### config.mk
export PLATFORM = sky130hd
export DESIGN_NAME = sample_io_bridge_flat
export DESIGN_NICKNAME = d
export VERILOG_FILES = /design/src/rtl/sample_io_if.sv /design/src/rtl/sample_io_bridge.sv /design/src/flat_wrapper.sv
export SDC_FILE = /design/constraint.sdc
export NUM_CORES = 1
export LEC_CHECK = 0
export CAP_MARGIN = 20
export CELL_PAD_IN_SITES_DETAIL_PLACEMENT = 1
export CELL_PAD_IN_SITES_GLOBAL_PLACEMENT = 1
export CORE_ASPECT_RATIO = 0.8
export CORE_MARGIN = 1.5
export CORE_UTILIZATION = 52
export CTS_CLUSTER_DIAMETER = 80
export CTS_CLUSTER_SIZE = 14
export DETAILED_ROUTE_END_ITERATION = 6
export PLACE_DENSITY_LB_ADDON = 0.3
export RECOVER_POWER = 50
export SLEW_MARGIN = 5
export SYNTH_ARGS = -nofsm -noshare
export SYNTH_HDL_FRONTEND = slang
export SYNTH_SLANG_ARGS = --single-unit
### constraint.sdc
create_clock -name clk -period 7.2 [get_ports clk]
set_clock_uncertainty 0.2 [all_clocks]
set_input_delay 1.44 -clock clk [delete_from_list [all_inputs] [get_ports clk]]
set_output_delay 1.44 -clock clk [all_outputs]
set_load 0.02 [all_outputs]
### src/rtl/sample_io_if.sv
// Sample-stream bundle between the rate-converter controller/datapath and the I/O bridge.
// The master side drives strobes and stream inputs; the slave side is the bridge.
interface sample_io_if #(
  parameter int unsigned DATA_W = 16,
  parameter int unsigned DEPTH  = 4
);
  localparam int unsigned CNT_W = $clog2(DEPTH) + 1;

  logic              en;
  logic [DATA_W-1:0] s_data;
  logic              s_valid;
  logic              s_ready;
  logic [DATA_W-1:0] m_data;
  logic              m_valid;
  logic              m_ready;
  logic              new_in;
  logic [DATA_W-1:0] in_sample;
  logic              in_vld;
  logic              new_out;
  logic [DATA_W-1:0] out_sample;
  logic              stall;
  logic              proto_err;
  logic [CNT_W-1:0]  in_cnt;
  logic [CNT_W-1:0]  out_cnt;

  modport master (
    output en, s_data, s_valid, m_ready, new_in, new_out, out_sample,
    input  s_ready, m_data, m_valid, in_sample, in_vld, stall, proto_err, in_cnt, out_cnt
  );

  modport slave (
    input  en, s_data, s_valid, m_ready, new_in, new_out, out_sample,
    output s_ready, m_data, m_valid, in_sample, in_vld, stall, proto_err, in_cnt, out_cnt
  );
endinterface

### src/rtl/sample_io_bridge.sv
// Input/output sample FIFOs for the sample rate converter, servicing the controller's
// new_in/new_out strobes and flagging stall while a request waits on data or space.
module sample_io_bridge #(
  parameter int unsigned DATA_W = 16,
  parameter int unsigned DEPTH  = 4
) (
  input  logic          clk,
  input  logic          rst,
  sample_io_if.slave    bus
);
  localparam int unsigned CNT_W = $clog2(DEPTH) + 1;
  localparam int unsigned PTR_W = $clog2(DEPTH);

  typedef enum logic {
    REQ_IDLE = 1'b0,
    REQ_PEND = 1'b1
  } req_state_e;

  req_state_e        in_state_q, in_state_d;
  req_state_e        out_state_q, out_state_d;
  logic [PTR_W-1:0]  in_wr_ptr_q, in_wr_ptr_d, in_rd_ptr_q, in_rd_ptr_d;
  logic [PTR_W-1:0]  out_wr_ptr_q, out_wr_ptr_d, out_rd_ptr_q, out_rd_ptr_d;
  logic [CNT_W-1:0]  in_cnt_q, in_cnt_d, out_cnt_q, out_cnt_d;
  logic [DATA_W-1:0] hold_q, hold_d;
  logic [DATA_W-1:0] in_sample_q, in_sample_d;
  logic              in_vld_q, in_vld_d;
  logic              proto_err_q, proto_err_d;

  logic [DATA_W-1:0] in_mem  [DEPTH];
  logic [DATA_W-1:0] out_mem [DEPTH];

  logic              s_ready_int;
  logic              m_valid_int;
  logic              in_push, in_pop, in_empty;
  logic              out_push, out_pop, out_full;
  logic [DATA_W-1:0] out_push_data;
  logic              in_strobe, out_strobe;

  // Full/empty use registered counts only, so s_ready never depends on a same-cycle pop.
  assign in_empty    = (in_cnt_q == '0);
  assign out_full    = (out_cnt_q == CNT_W'(DEPTH));
  assign s_ready_int = !rst && (in_cnt_q != CNT_W'(DEPTH));
  assign m_valid_int = (out_cnt_q != '0);
  assign in_push     = bus.s_valid && s_ready_int;
  assign out_pop     = m_valid_int && bus.m_ready;
  assign in_strobe   = bus.new_in && bus.en;
  assign out_strobe  = bus.new_out && bus.en;

  always_ff @(posedge clk or posedge rst) begin
    if (rst) begin
      in_state_q   <= REQ_IDLE;
      out_state_q  <= REQ_IDLE;
      in_wr_ptr_q  <= '0;
      in_rd_ptr_q  <= '0;
      out_wr_ptr_q <= '0;
      out_rd_ptr_q <= '0;
      in_cnt_q     <= '0;
      out_cnt_q    <= '0;
      hold_q       <= '0;
      in_sample_q  <= '0;
      in_vld_q     <= 1'b0;
      proto_err_q  <= 1'b0;
    end else begin
      in_state_q   <= in_state_d;
      out_state_q  <= out_state_d;
      in_wr_ptr_q  <= in_wr_ptr_d;
      in_rd_ptr_q  <= in_rd_ptr_d;
      out_wr_ptr_q <= out_wr_ptr_d;
      out_rd_ptr_q <= out_rd_ptr_d;
      in_cnt_q     <= in_cnt_d;
      out_cnt_q    <= out_cnt_d;
      hold_q       <= hold_d;
      in_sample_q  <= in_sample_d;
      in_vld_q     <= in_vld_d;
      proto_err_q  <= proto_err_d;
    end
  end

  // Storage arrays carry no reset; emptiness is tracked by the counts alone.
  always_ff @(posedge clk) begin
    if (in_push) begin
      in_mem[in_wr_ptr_q] <= bus.s_data;
    end
    if (out_push) begin
      out_mem[out_wr_ptr_q] <= out_push_data;
    end
  end

  always_comb begin
    in_state_d    = in_state_q;
    out_state_d   = out_state_q;
    hold_d        = hold_q;
    proto_err_d   = proto_err_q;
    in_pop        = 1'b0;
    out_push      = 1'b0;
    out_push_data = bus.out_sample;

    // A pending request completes on the first cycle it can, regardless of en.
    case (in_state_q)
      REQ_IDLE: begin
        if (in_strobe) begin
          if (!in_empty) begin
            in_pop = 1'b1;
          end else begin
            in_state_d = REQ_PEND;
          end
        end
      end
      REQ_PEND: begin
        if (in_strobe) begin
          proto_err_d = 1'b1;
        end
        if (!in_empty) begin
          in_pop     = 1'b1;
          in_state_d = REQ_IDLE;
        end
      end
      default: in_state_d = REQ_IDLE;
    endcase

    case (out_state_q)
      REQ_IDLE: begin
        if (out_strobe) begin
          if (!out_full) begin
            out_push = 1'b1;
          end else begin
            hold_d      = bus.out_sample;
            out_state_d = REQ_PEND;
          end
        end
      end
      REQ_PEND: begin
        if (out_strobe) begin
          proto_err_d = 1'b1;
        end
        if (!out_full) begin
          out_push      = 1'b1;
          out_push_data = hold_q;
          out_state_d   = REQ_IDLE;
        end
      end
      default: out_state_d = REQ_IDLE;
    endcase

    in_vld_d     = in_pop;
    in_sample_d  = in_pop ? in_mem[in_rd_ptr_q] : in_sample_q;
    in_wr_ptr_d  = in_push  ? in_wr_ptr_q + PTR_W'(1)  : in_wr_ptr_q;
    in_rd_ptr_d  = in_pop   ? in_rd_ptr_q + PTR_W'(1)  : in_rd_ptr_q;
    out_wr_ptr_d = out_push ? out_wr_ptr_q + PTR_W'(1) : out_wr_ptr_q;
    out_rd_ptr_d = out_pop  ? out_rd_ptr_q + PTR_W'(1) : out_rd_ptr_q;
    in_cnt_d     = in_cnt_q + CNT_W'(in_push) - CNT_W'(in_pop);
    out_cnt_d    = out_cnt_q + CNT_W'(out_push) - CNT_W'(out_pop);
  end

  assign bus.s_ready   = s_ready_int;
  assign bus.m_valid   = m_valid_int;
  assign bus.m_data    = out_mem[out_rd_ptr_q];
  assign bus.in_sample = in_sample_q;
  assign bus.in_vld    = in_vld_q;
  assign bus.stall     = (in_state_q == REQ_PEND) || (out_state_q == REQ_PEND);
  assign bus.proto_err = proto_err_q;
  assign bus.in_cnt    = in_cnt_q;
  assign bus.out_cnt   = out_cnt_q;
endmodule

### src/flat_wrapper.sv
// flat-port wrapper written by rule: the top's interface ports become plain ports
module sample_io_bridge_flat 
#(
  parameter int unsigned DATA_W = 16,
  parameter int unsigned DEPTH  = 4
)
  (clk, rst, bus_en, bus_s_data, bus_s_valid, bus_m_ready, bus_new_in, bus_new_out, bus_out_sample, bus_s_ready, bus_m_data, bus_m_valid, bus_in_sample, bus_in_vld, bus_stall, bus_proto_err, bus_in_cnt, bus_out_cnt);
  sample_io_if #(.DATA_W(DATA_W), .DEPTH(DEPTH)) bus_i ();
  input  logic clk;
  input  logic rst;
  input wire logic [$bits(bus_i.en)-1:0] bus_en;
  input wire logic [$bits(bus_i.s_data)-1:0] bus_s_data;
  input wire logic [$bits(bus_i.s_valid)-1:0] bus_s_valid;
  input wire logic [$bits(bus_i.m_ready)-1:0] bus_m_ready;
  input wire logic [$bits(bus_i.new_in)-1:0] bus_new_in;
  input wire logic [$bits(bus_i.new_out)-1:0] bus_new_out;
  input wire logic [$bits(bus_i.out_sample)-1:0] bus_out_sample;
  output wire logic [$bits(bus_i.s_ready)-1:0] bus_s_ready;
  output wire logic [$bits(bus_i.m_data)-1:0] bus_m_data;
  output wire logic [$bits(bus_i.m_valid)-1:0] bus_m_valid;
  output wire logic [$bits(bus_i.in_sample)-1:0] bus_in_sample;
  output wire logic [$bits(bus_i.in_vld)-1:0] bus_in_vld;
  output wire logic [$bits(bus_i.stall)-1:0] bus_stall;
  output wire logic [$bits(bus_i.proto_err)-1:0] bus_proto_err;
  output wire logic [$bits(bus_i.in_cnt)-1:0] bus_in_cnt;
  output wire logic [$bits(bus_i.out_cnt)-1:0] bus_out_cnt;
  assign bus_i.en = bus_en;
  assign bus_i.s_data = bus_s_data;
  assign bus_i.s_valid = bus_s_valid;
  assign bus_i.m_ready = bus_m_ready;
  assign bus_i.new_in = bus_new_in;
  assign bus_i.new_out = bus_new_out;
  assign bus_i.out_sample = bus_out_sample;
  assign bus_s_ready = bus_i.s_ready;
  assign bus_m_data = bus_i.m_data;
  assign bus_m_valid = bus_i.m_valid;
  assign bus_in_sample = bus_i.in_sample;
  assign bus_in_vld = bus_i.in_vld;
  assign bus_stall = bus_i.stall;
  assign bus_proto_err = bus_i.proto_err;
  assign bus_in_cnt = bus_i.in_cnt;
  assign bus_out_cnt = bus_i.out_cnt;
  sample_io_bridge #(.DATA_W(DATA_W), .DEPTH(DEPTH)) u_core (.clk(clk), .rst(rst), .bus(bus_i));
endmodule
# == After elaboration in Yosys (flattened, before gate mapping) ==
# Memory sizes are Yosys's and may differ from the RTL's. A register that Yosys moved wholly into a read port is not among the register bits.
# Index checks and enable logic that the tools add are counted.
# totals
n_memories,2
ff_bits,34
input_bits,39
ram_bits,128
# classes
n_eq_ne,2
mux,22
addsub,8
bitwise,2
reduce_logical,10
# mem_list
memory,depth,word_bits,read_ports,rd_clocked_by_memory_dff,write_ports,line_no,source
u_core.in_mem,4,16,1,1,1,sample_io_bridge.sv:29,logic [DATA_W-1:0] in_mem [DEPTH];
u_core.out_mem,4,16,1,0,1,sample_io_bridge.sv:30,logic [DATA_W-1:0] out_mem [DEPTH];
# op_table
cell,n
16-bit two-way mux,2
1-bit two-way mux,16
"2-bit by 1-bit adder with 2-bit output, second input constant",4
1-bit one-hot mux with 2 select lines,4
3-bit by 1-bit adder with 3-bit output,2
3-bit by 1-bit subtractor with 3-bit output,2
1-bit logical AND,5
"3-bit equality test, second input constant",1
3-bit logical NOT,1
"3-bit inequality test, second input constant",1
3-bit nonzero test,1
1-bit inverter,2
2-bit AND reduction,1
1-bit logical NOT,1
1-bit logical OR,1

# == Logic depth before layout (Yosys ltp) ==
# logic_depth
ltp_word,6
mapped_depth,9
depth_no_buf,8

# == Worst setup path after synthesis ==
# No wires, ideal clock.
# synth_path
path_type,input to register
start,input bus_new_in
end,"register u_core.in_cnt_q[2], in the netlist u_core.bus.in_cnt[2]"
cell_stages,9
slack_ps,3756
arrival_ps,3121
t_required_ps,6877
cell_sequence,a21oi_1 > nor2_2 > buf_2 > ha_1 > inv_1 > ha_1 > fa_1 > xnor2_1 > xnor2_1
# synth_via
elab_chain_len,4
# synth_rtl
element,line_no,source
from (decl),flat_wrapper.sv:15,input wire logic [$bits(bus_i.new_in)-1:0] bus_new_in;
1-bit logical AND,sample_io_bridge.sv:46,assign in_strobe = bus.new_in && bus.en;
1-bit two-way mux,sample_io_bridge.sv:101,if (in_strobe) begin
1-bit one-hot mux with 2 select lines,sample_io_bridge.sv:99,case (in_state_q)
net u_core.in_pop,sample_io_bridge.sv:34,"logic in_push, in_pop, in_empty;"
3-bit by 1-bit subtractor with 3-bit output,sample_io_bridge.sv:151,in_cnt_d = in_cnt_q + CNT_W'(in_push) - CNT_W'(in_pop);
net u_core.in_cnt_d[2],sample_io_bridge.sv:23,"logic [CNT_W-1:0] in_cnt_q, in_cnt_d, out_cnt_q, out_cnt_d;"
to (signal assigned),sample_io_bridge.sv:70,in_cnt_q <= in_cnt_d;
to (decl),sample_io_bridge.sv:23,
# The timed path passes the listed nets, and every way through them passes these cells.
# A chain may end at the register's enable or synchronous reset.

==> results.py <==
metrics = {
    "sta": {
        "slew-limit-headroom_pct": -106.8,
        "max_freq_mhz": 215.4,
        "setup_viol": 0,
        "timing.final.max_slew_violations": 51,
        "hold_ws_ns": 0.2704,
        "setup-tns-final_ns": 0,
        "fin_crit_ns": 4.642,
        "final-hold-violation-count": 0,
        "fin_crit_sh_pct": 64.47,
        "rsz0062_at_grt": "false",
        "tightest_slew_ns": 3.103,
    },
    "detailed_routing": {
        "routedWlPerCell_um": 23.93,
        "m1WireLength_mm": 6.116,
        "dr.pass1.iters": 4,
        "routed.top_layer": "met4",
        "viasPerCell": 5.588,
        "vias": 3459,
        "ant_nets": 0,
        "drt-total-wl_mm": 14.82,
        "wl_met3_um": 604,
        "drt_first_iter_violations": 243,
        "wl_met2_mm": 7.778,
        "drc": 0,
    },
    "critical_path": {
        "crit_required_ns": 6.84,
        "crit_slowest_cell": "clkbuf_1",
        "crit_path_end_kind": "asynchronous set/reset pin",
        "critPathKind": "in -> async",
        "critPathLaunchType": "input pin",
        "critPathBufInv": 3,
        "crit_chain": "dlygate4sd3_1 -> clkinv_1 -> clkbuf_1",
        "arrival_ns": 4.29,
        "path_max_fanout": 50,
        "crit_family": "buffers and inverters",
        "cp_slowest_stage_delay_ns": 2.19,
    },
    "clock_network": {
        "clk_pin_slew_ns": 0.06,
        "cts_buffer_depth": 2,
        "root_buffer": "clkbuf_16",
        "holdBufCountCts": 0,
        "cts_buffers": 17,
        "cts_resized": 0,
        "cts_tree": "built",
        "clock_latency_ns": 0.43,
        "cts-htree-levels": 4,
        "cts.sinks": 178,
        "cts_setup_buffers": 0,
    },
    "final_layout": {
        "final_core_util_pct": 66.13,
        "fillerInstances": 1084,
        "nets": 484,
        "layout-drive-gt1-share_pct": 22.52,
        "antenna_cells": 0,
        "area_growth_pct": 22.98,
    },
    "pwr": {
        "peakVddDrop_mv": 0.2122,
        "powerDensity_mw_per_mm2": 418.5,
        "leakagePower_nw": 3.073,
    },
    "synth": {
        "synth_flop_cell": "edfxtp_1",
        "synth.distinct_cells": 30,
        "synthCells": 339,
        "avgSynthCellArea_sq_um": 20.56,
        "synth_seq_cells": 178,
        "syn_area_sq_mm": 0.006970,
        "synth_top_area_cell": "edfxtp_1",
        "synth_top_area_share_pct": 55.14,
        "synth_area_leaders": "edfxtp_1, dfrtp_1, mux4_2",
        "synth_nets": 392,
        "ys_seq_area_share_pct": 73.09,
        "yosysWarnings": 0,
        "synth-edff-count": 128,
        "async_flop_share_pct": 28.09,
    },
    "die": {
        "io_pins": 82,
        "die_area_sq_mm": 0.01411,
        "start_util_pct": 53.77,
        "row_count": 37,
        "fp.coreArea_sq_mm": 0.01296,
        "fp.dieW_um": 132.4,
        "die_h_um": 106.6,
    },
    "grt": {
        "grt_pass1_vias": 3871,
        "grt_max_degree": 51,
        "antenna_found_initial": 0,
        "overflow": 0,
        "grtUsageTotal_pct": 22.94,
        "grt_pass1_wl_mm": 22.94,
    },
    "status": {
        "violations": "max-capacitance violations, max-slew violations",
        "outcome": "finished, violations left",
    },
    "placed_design": {
        "dp_hpwl_mm": 8.834,
        "numPortBuffers": 81,
        "place_congestion": 0.6693,
    },
    "run": {
        "max_cap_viol_count": 1,
    },
    "min_path": {
        "hold_path_class": "reg -> reg",
    },
}
per-layer routing:
metal | up-vias | GRT usage (%)
li1 | 1502 | -
met3 | 25 | 5.484
met2 | 84 | 38.74
met4 | 0 | 10.75
met1 | 1848 | 28.33
met5 | - | 0
worst reg2reg max path: cells and delay by family (launching register included):
family / cells / cell delay [ns]
flip-flops: 1 / 0.47
AND/OR/NAND/NOR: 2 / 1.23
multiplexers: 1 / 0.47
sequential cells by signal, indices dropped and copies added (netlist names):
register              cells
u_core.in_mem            64
u_core.out_mem           64
u_core.bus.in_sample     16
u_core.hold_q            16
u_core.bus.in_cnt         3
u_core.bus.out_cnt        3
u_core.in_rd_ptr_q        2
u_core.in_wr_ptr_q        2
u_core.out_rd_ptr_q       2
u_core.out_wr_ptr_q       2
u_core.bus.in_vld         1
u_core.bus.proto_err      1
u_core.in_state_q         1
u_core.out_state_q        1
cells in the final DEF, fill, tap and decap left out, types with 3 or more instances in the layout:
cell type | Yosys | final
and2_1 | 8 | 8
clkbuf_16 | 0 | 17
bufinv_16 | 0 | 3
mux4_2 | 32 | 32
dlygate4sd3_1 | 0 | 20
clkbuf_1 | 4 | 3
clkinv_1 | 0 | 3
edfxtp_1 | 128 | 128
a21oi_1 | 3 | 3
clkinv_2 | 0 | 4
nand2_1 | 2 | 3
ha_1 | 12 | 12
xor2_1 | 3 | 3
clkdlybuf4s50_1 | 0 | 61
clkbuf_8 | 0 | 3
mux2_1 | 0 | 17
xnor2_1 | 7 | 7
mux2_2 | 50 | 33
dfrtp_1 | 50 | 50
inv_1 | 14 | 13
cell usage after synthesis (all sizes together), types with 2 or more instances:
library cell and instances:
a21oi 3, and2 8, buf 8, clkbuf 4, dfrtp 50, edfxtp 128, fa 2, ha 12
inv 14, mux2 50, mux4 32, nand2 3, nor2 3, nor2b 2, nor3 2, xnor2 7
xor2 3
power breakdown:
part / leakage, nW / switching [mW] / internal, mW / total [mW]
combinational: 1.01 / 0.510 / 0.593 / 1.10
clock: 0.298 / 0.376 / 0.570 / 0.946
sequential: 1.76 / 0.192 / 1.35 / 1.54
logic make-up (layout without fill, tap and decap cells):
family                     count (synthesis)  count (layout)  share of synthesized area (%)
adders and majority gates                 14              14                          2.728
and+or+nand+nor                           22              22                          2.065
muxes                                     82              82                          18.42
DFF                                      178             178                          73.09
xor gates and xnor gates                  10              10                          1.257
AOI/OAI and AO/OA                          7               7                         0.6822
buffers and inverters                     26             131                          1.759
through the flow:
step | instance area [sq um] | total power [mW] | instances | worst slack (ns)
2_1_floorplan | 6970 | 2.192 | 339 | 3.756
3_3_place_gp | 7953 | 2.586 | 586 | 2.922
3_5_place_dp | 7980 | 2.667 | 587 | 2.885
4_1_cts | 8584 | 3.640 | 619 | 2.871
5_1_grt | 8572 | 3.742 | 619 | 2.102
6_report | 8572 | 3.587 | 619 | 2.558
cell type report:
| type | count | area [sq um] | share of cell area [%] |
|---|---|---|---|
| Timing Repair Buffer | 85 | 853.3 | 9.955 |
| Inverter | 14 | 52.55 | 0.6130 |
| Multi-Input combinational cell | 135 | 1748 | 20.39 |
| Clock buffer | 21 | 470.5 | 5.488 |
| Sequential cell | 178 | 5095 | 59.44 |
| Clock inverter | 11 | 133.9 | 1.562 |
| Tap cell | 175 | 219.0 | 2.554 |
worst paths after layout:
| kind | from | endpoint | slack [ns] | cells after the start |
|---|---|---|---|---|
| worst max-delay path | rst | u_core.bus.in_sample[2] | 2.56 | 3 |
| worst min-delay path | u_core.bus.proto_err | u_core.bus.proto_err | 0.27 | 1 |
| worst max register to register | u_core.bus.out_cnt[1] | u_core.out_mem[1][8] | 4.54 | 3 |
| worst min register to register | u_core.bus.proto_err | u_core.bus.proto_err | 0.27 | 1 |
| max in group clk | rst | bus_s_ready | 2.78 | 3 |
| min in group asynchronous | rst | u_core.hold_q[10] | 2.50 | 3 |
Power figures use the tool's default switching activity.
